===== src/rtl/ctrl_burst_data.sv =====
`default_nettype none
// ============================================================================
// Module   : ctrl_burst_data
// Brief    : DDR data-phase sequencer. Queues issued CAS commands, waits the
//            per-command latency, then drives or captures one data burst.
//            Optional macro WR_PREAMBLE_EN adds a one-cycle DQS write preamble.
// Revision : 1.0 - initial release
// ============================================================================
module ctrl_burst_data #(
    parameter int DQ_W    = 8,
    parameter int BL_MAX  = 8,
    parameter int Q_DEPTH = 4
) (
    input  logic                   CK_t,
    input  logic                   reset,
    input  logic                   cas_rdy,
    input  logic [2:0]             cas_req,
    input  logic [DQ_W*BL_MAX-1:0] wr_data,
    input  logic [4:0]             CL,
    input  logic [4:0]             CWL,
    input  logic [4:0]             AL,
    input  logic [3:0]             BL,
    input  logic [2*DQ_W-1:0]      dq_in,
    output logic [2*DQ_W-1:0]      dq_out,
    output logic                   dq_oe,
    output logic                   dqs_oe,
    output logic [DQ_W*BL_MAX-1:0] rd_data,
    output logic                   rd_valid,
    output logic                   rw_done,
    output logic                   data_busy,
    output logic                   ovf_err,
    output logic                   conflict_err
);

    localparam int c_DATA_W    = DQ_W * BL_MAX;
    localparam int c_PAIR_BITS = 2 * DQ_W;
    localparam int c_PAIRS     = BL_MAX / 2;
    localparam int c_PAIR_W    = (c_PAIRS > 1) ? $clog2(c_PAIRS) : 1;
    localparam int c_PTR_W     = $clog2(Q_DEPTH);
    localparam int c_CNT_W     = c_PTR_W + 1;

    localparam logic [c_PAIR_W-1:0] c_LAST_BL8 = c_PAIR_W'(c_PAIRS - 1);
    localparam logic [c_PAIR_W-1:0] c_LAST_BL4 = c_PAIR_W'(1);
    localparam logic [c_DATA_W-1:0] c_BL4_MASK = {c_DATA_W{1'b1}} >> (c_DATA_W - 4 * DQ_W);

    // Request encodings shared with the CAS stage (ddr_pkg WR_R / WRA_R)
    localparam logic [2:0] c_WR_R  = 3'd3;
    localparam logic [2:0] c_WRA_R = 3'd4;

    localparam logic [1:0] D_IDLE  = 2'd0;
    localparam logic [1:0] D_PRE   = 2'd1;
    localparam logic [1:0] D_BURST = 2'd2;
    localparam logic [1:0] D_POST  = 2'd3;

    // In-flight command queue
    logic                r_q_wr   [Q_DEPTH];
    logic                r_q_bl4  [Q_DEPTH];
    logic [5:0]          r_q_cnt  [Q_DEPTH];
    logic [c_DATA_W-1:0] r_q_data [Q_DEPTH];
    logic [c_PTR_W-1:0]  r_head;
    logic [c_PTR_W-1:0]  r_tail;
    logic [c_CNT_W-1:0]  r_count;
    logic                r_ovf;

    logic [1:0]          r_state;
    logic [1:0]          w_state_nxt;
    logic                w_start;

    logic                r_cur_wr;
    logic                r_cur_bl4;
    logic [c_DATA_W-1:0] r_cur_data;
    logic [c_PAIR_W-1:0] r_pair;
    logic [c_DATA_W-1:0] r_rd_buf;
    logic [c_DATA_W-1:0] r_rd_data;
    logic [c_DATA_W-1:0] w_rd_merged;
    logic                r_conf_flag;

    logic                w_is_wr;
    logic [5:0]          w_lat_sum;
    logic [5:0]          w_lat;
    logic [5:0]          w_load;
    logic                w_full;
    logic                w_head_due;
    logic                w_head_pre;
    logic                w_enq;
    logic                w_deq;
    logic                w_last_pair;
    logic                w_active;
    logic                w_conflict;

    assign w_is_wr   = (cas_req == c_WR_R) || (cas_req == c_WRA_R);
    assign w_lat_sum = {1'b0, AL} + {1'b0, (w_is_wr ? CWL : CL)};
    assign w_lat     = (w_lat_sum < 6'd2) ? 6'd2 : w_lat_sum;

`ifdef WR_PREAMBLE_EN
    // Writes become due one cycle early so the preamble cycle keeps beat timing
    assign w_load     = w_is_wr ? (w_lat - 6'd2) : (w_lat - 6'd1);
    assign w_head_pre = r_q_wr[r_head];
`else
    assign w_load     = w_lat - 6'd1;
    assign w_head_pre = 1'b0;
`endif

    assign w_full      = (r_count == c_CNT_W'(Q_DEPTH));
    assign w_head_due  = (r_count != '0) && (r_q_cnt[r_head] == 6'd0);
    assign w_deq       = w_start;
    assign w_enq       = cas_rdy && (!w_full || w_deq);
    assign w_last_pair = (r_pair == (r_cur_bl4 ? c_LAST_BL4 : c_LAST_BL8));
    assign w_active    = (r_state == D_PRE) || (r_state == D_BURST);
    assign w_conflict  = w_active && w_head_due && !r_conf_flag;

    always_ff @(posedge CK_t or posedge reset) begin
        if (reset) begin
            for (int i = 0; i < Q_DEPTH; i++) begin
                r_q_wr[i]   <= 1'b0;
                r_q_bl4[i]  <= 1'b0;
                r_q_cnt[i]  <= 6'd0;
                r_q_data[i] <= '0;
            end
        end else begin
            for (int i = 0; i < Q_DEPTH; i++) begin
                if (w_enq && (r_tail == c_PTR_W'(i))) begin
                    r_q_wr[i]   <= w_is_wr;
                    r_q_bl4[i]  <= (BL == 4'd4);
                    r_q_cnt[i]  <= w_load;
                    r_q_data[i] <= wr_data;
                end else if (r_q_cnt[i] != 6'd0) begin
                    r_q_cnt[i] <= r_q_cnt[i] - 6'd1;
                end
            end
        end
    end

    always_ff @(posedge CK_t or posedge reset) begin
        if (reset) begin
            r_head  <= '0;
            r_tail  <= '0;
            r_count <= '0;
            r_ovf   <= 1'b0;
        end else begin
            if (w_enq) begin
                r_tail <= r_tail + 1'b1;
            end
            if (w_deq) begin
                r_head <= r_head + 1'b1;
            end
            if (w_enq && !w_deq) begin
                r_count <= r_count + 1'b1;
            end else if (!w_enq && w_deq) begin
                r_count <= r_count - 1'b1;
            end
            if (cas_rdy && !w_enq) begin
                r_ovf <= 1'b1;
            end
        end
    end

    always_ff @(posedge CK_t or posedge reset) begin
        if (reset) begin
            r_state <= D_IDLE;
        end else begin
            r_state <= w_state_nxt;
        end
    end

    always_comb begin
        w_state_nxt = r_state;
        w_start     = 1'b0;
        case (r_state)
            D_IDLE, D_POST: begin
                if (w_head_due) begin
                    w_start     = 1'b1;
                    w_state_nxt = w_head_pre ? D_PRE : D_BURST;
                end else begin
                    w_state_nxt = D_IDLE;
                end
            end
            D_PRE: begin
                w_state_nxt = D_BURST;
            end
            D_BURST: begin
                if (w_last_pair) begin
                    w_state_nxt = D_POST;
                end
            end
            default: begin
                w_state_nxt = D_IDLE;
            end
        endcase
    end

    always_comb begin
        w_rd_merged = r_rd_buf;
        w_rd_merged[r_pair*c_PAIR_BITS +: c_PAIR_BITS] = dq_in;
    end

    always_ff @(posedge CK_t or posedge reset) begin
        if (reset) begin
            r_cur_wr    <= 1'b0;
            r_cur_bl4   <= 1'b0;
            r_cur_data  <= '0;
            r_pair      <= '0;
            r_rd_buf    <= '0;
            r_rd_data   <= '0;
            r_conf_flag <= 1'b0;
        end else begin
            if (w_start) begin
                r_cur_wr   <= r_q_wr[r_head];
                r_cur_bl4  <= r_q_bl4[r_head];
                r_cur_data <= r_q_data[r_head];
                r_pair     <= '0;
            end else if (r_state == D_BURST) begin
                r_pair <= r_pair + 1'b1;
                if (!r_cur_wr) begin
                    r_rd_buf <= w_rd_merged;
                    if (w_last_pair) begin
                        r_rd_data <= r_cur_bl4 ? (w_rd_merged & c_BL4_MASK) : w_rd_merged;
                    end
                end
            end
            // One conflict report per waiting head entry
            if (w_start) begin
                r_conf_flag <= 1'b0;
            end else if (w_conflict) begin
                r_conf_flag <= 1'b1;
            end
        end
    end

    always_comb begin
        dq_oe        = 1'b0;
        dqs_oe       = 1'b0;
        dq_out       = '0;
        rw_done      = 1'b0;
        rd_valid     = 1'b0;
        conflict_err = w_conflict;
        data_busy    = (r_count != '0) || (r_state != D_IDLE);
        case (r_state)
            D_PRE: begin
                dqs_oe = 1'b1;
            end
            D_BURST: begin
                if (r_cur_wr) begin
                    dq_oe  = 1'b1;
                    dqs_oe = 1'b1;
                    dq_out = r_cur_data[r_pair*c_PAIR_BITS +: c_PAIR_BITS];
                end
            end
            D_POST: begin
                rw_done  = 1'b1;
                rd_valid = !r_cur_wr;
            end
            default: begin
                dq_oe = 1'b0;
            end
        endcase
    end

    assign rd_data = r_rd_data;
    assign ovf_err = r_ovf;

endmodule
`default_nettype wire


===== config.mk =====
export PLATFORM = sky130hd
export DESIGN_NAME = ctrl_burst_data
export DESIGN_NICKNAME = d
export VERILOG_FILES = /design/src/rtl/ctrl_burst_data.sv
export SDC_FILE = /design/constraint.sdc
export NUM_CORES = 1
export LEC_CHECK = 0
export CAP_MARGIN = 20
export CORE_UTILIZATION = 45
export DETAILED_ROUTE_END_ITERATION = 8
export MAX_ROUTING_LAYER = met4
export PLACE_DENSITY = 0.65
export SKIP_CTS_REPAIR_TIMING = 1
export SYNTH_ARGS = -nofsm -noshare
export SYNTH_HDL_FRONTEND = slang
export SYNTH_SLANG_ARGS = --single-unit

===== constraint.sdc =====
create_clock -name CK_t -period 35.8 [get_ports CK_t]
set_input_delay 3.58 -clock CK_t [delete_from_list [all_inputs] [get_ports CK_t]]
set_output_delay 3.58 -clock CK_t [all_outputs]
set_load 0.02 [all_outputs]

==> impl_metrics.ini <==
[clock_network]
clkTransAtPathRegs_ns = 0.06
cts_buffers = 53
clockBufferDepth = 3
cts_sinks = 495
htree_levels = 2
clk_latency_ns = 0.60
cts_root_buf = clkbuf_16
tritoncts = yes

[cells_and_area]
drive_gt1_share_pct = 30.5
fin_nets = 1983
area_growth_pct = 18.6

[synth]
yosys_warnings = 0
yosysMostFrequentCell = dfrtp_1
ys.flop_type = dfrtp_1
avgSynthCellArea_sq_um = 13.9
synth_cell_types = 65
synth-edff-count = 0
syn_nets = 1807
yosys.area.top_type = dfrtp_1
ys_async_sr_fraction_pct = 100
yosysTopAreaCellShare_pct = 53.0
yosys-top-cells-area = dfrtp_1, mux2_2, mux4_2, mux2_4, mux2_1
syn_inst = 1676
ys_top_cells_by_count = dfrtp_1, mux2_2, inv_1, nand2_1, mux4_2
syn_area_sq_um = 23400
ys_seq_area_share_pct = 53.0
ys_ff_latch = 495

[routing]
wl_met2_microns = 26800
ant_nets = 0
first_pass_iters = 5
drt-wirelength-per-cell_microns = 21.6
routed-wl-met3_microns = 2170
postRouteWirelength_microns = 55700
vias = 14500
drt_iter0_drc = 921
drc = 0
drt-met1-wl_microns = 25500
top_layer_used = met4
avgViaCountPerCell = 5.62

[job]
drv_cap = 0

[die]
coreArea_sq_um = 51300
die_h_microns = 230
ios = 192
start_util_pct = 45.6
fp-row-count = 83
dieArea_sq_um = 52900
dieWidth_microns = 230

[worst_setup_path]
crit_chain = clkdlybuf4s50_1 -> nand2_1 -> o21ai_1 -> mux2_2 -> ha_1 -> inv_1 -> fa_1 -> nor2b_1 -> o21ai_0 -> and3_1 -> o21ai_0 -> nand2_1 -> ha_1 -> nand2_1 -> a21oi_1 -> xnor3_1 -> mux2i_1
required_ns = 36.31
worst-path-buf-inv = 2
end_kind = register
crit_type = input port to register
arrival_ns = 7.62
cpLargestDelayFamily = compound AO/OA/AOI/OAI gates
critPathMaxFanout = 9
crit_path_start_kind = input port
worst_path_max_delay_cell = o21ai_1
cp_common_cell = nand2_1
slowest_delay_ns = 0.55

[global_routing]
first_global_vias = 15300
antenna_found_initial = 8
grt_pass1_wl_microns = 89200
grt_overflow = 0
grt_usage_pct = 22.1
grt_start_max_net_pins = 136

[sta]
worstMarginPinSlew_ns = 1.11
fin_worst_skew_ns = 0.0193
slew_headroom_pct = 25.6
slew_viol_final = 0
rsz0062_at_grt = false
hold_viol = 0
setup_viol = 0
timing.final.crit_share_pct = 19.8
fmaxAchievable_mhz = 141
timing.setup.tns_ns = 0
min_period_ns = 7.11

[placed_design]
place_congestion = 0.847
io_buffers = 191
hpwlAfterDp_microns = 35100

[power_and_ir_drop]
p_leak_nw = 12.1
p_total_mw = 2.47
vdd_drop_max_uv = 51.7
p_per_area_nw_per_um2 = 89.1

[hold_path]
hp-class = register to register

[status]
status = completed
[cell families after synthesis]
| logic type | share of synthesized area (%) |
|---|---|
| adders and majority gates | 1.46 |
| AOI/OAI and AO/OA | 7.01 |
| buffers and inverters | 3.65 |
| and+or+nand+nor | 4.69 |
| xor gates and xnor gates | 0.808 |
| muxes | 29.4 |
| DFF | 53.0 |
[cell usage in the layout (no fill, tap or decap), types with 4 or more instances in the layout]
| cell type | count |
|---|---|
| and2_1 | 22 |
| nor3_1 | 11 |
| a32o_1 | 32 |
| nand2_1 | 85 |
| nor4_1 | 12 |
| a31o_2 | 21 |
| clkinv_2 | 11 |
| xor2_1 | 9 |
| nand3_1 | 6 |
| mux2_4 | 78 |
| a31oi_1 | 22 |
| nor2_1 | 25 |
| inv_1 | 88 |
| a2111oi_4 | 4 |
| mux4_2 | 82 |
| mux2i_1 | 19 |
| buf_4 | 30 |
| mux2_2 | 259 |
| a21oi_1 | 33 |
| diode_2 | 8 |
| mux2_1 | 66 |
| xnor2_1 | 10 |
| ha_1 | 24 |
| dfrtp_1 | 493 |
| a2111oi_0 | 4 |
| or3_1 | 6 |
| clkbuf_8 | 10 |
| clkbuf_1 | 14 |
| clkbuf_16 | 53 |
| clkdlybuf4s50_1 | 191 |
| nor2b_1 | 14 |
| nand4_1 | 4 |
| o31a_1 | 21 |
| o21ai_0 | 65 |
[worst reg2reg max path: stages, from the launching register on]
cell	delay, ns
dfrtp_4	0.93
nor2_1	0.15
nand3_1	0.34
a2111oi_0	0.19
buf_4	0.19
nor3_4	0.88
buf_4	0.95
mux2_2	0.46
[report_power, final]
group          total (mW)  internal [mW]  switching [mW]
Clock               0.534          0.308           0.226
Combinational       0.951          0.529           0.421
Sequential          0.985          0.818           0.167
Total                2.47           1.66           0.814
[sequential cells by signal (all words and copies together), names as in the netlist, 3 cells and up]
register	count
rd_data	64
r_q_data	256
r_q_wr	4
r_cur_data	64
r_count	3
r_q_bl4	4
r_q_cnt	24
r_rd_buf	64
[metal layers]
metal | vias up | GRT usage (%)
met3 | 82 | 3.79
met1 | 7608 | 29.6
met2 | 280 | 34.8
met5 | - | -
li1 | 6512 | -
met4 | 0 | 6.25
[cell type report]
type	count	area, sq um
antenna	8	20.0
clock buffer	77	1520
clock inverter	17	161
fill	4305	23600
inverter	89	342
multi-input combinational	989	10200
sequential	495	12400
tap	680	851
timing repair buffer	224	2220
[final timing paths]
kind	startpoint	to	slack, ns	cells after the start
worst min-delay path	ovf_err	ovf_err	0.47	1
worst min register to register	ovf_err	ovf_err	0.47	1
min in group asynchronous	reset	r_q_cnt[19]	3.56	2
max in group asynchronous	reset	r_rd_buf[1]	30.14	4
worst max-delay path	cas_req[0]	r_q_cnt[16]	28.69	17
worst max register to register	r_head[0]	r_q_data[90]	31.60	7
[stage by stage]
step	std cells	hold slack [ns]	setup slack, ns	util [%]	instance area (sq um)
final	2579	0.475	28.69	54.0	27700
after global placement	2474	0.463	28.29	50.5	25900
after detailed placement	2474	0.463	28.12	50.5	25900
after global routing	2579	0.501	28.38	54.0	27700
after floorplan	1676	0.453	18.40	-	23400
after CTS	2568	0.473	28.63	53.8	27600
Power figures use the tool's default switching activity.
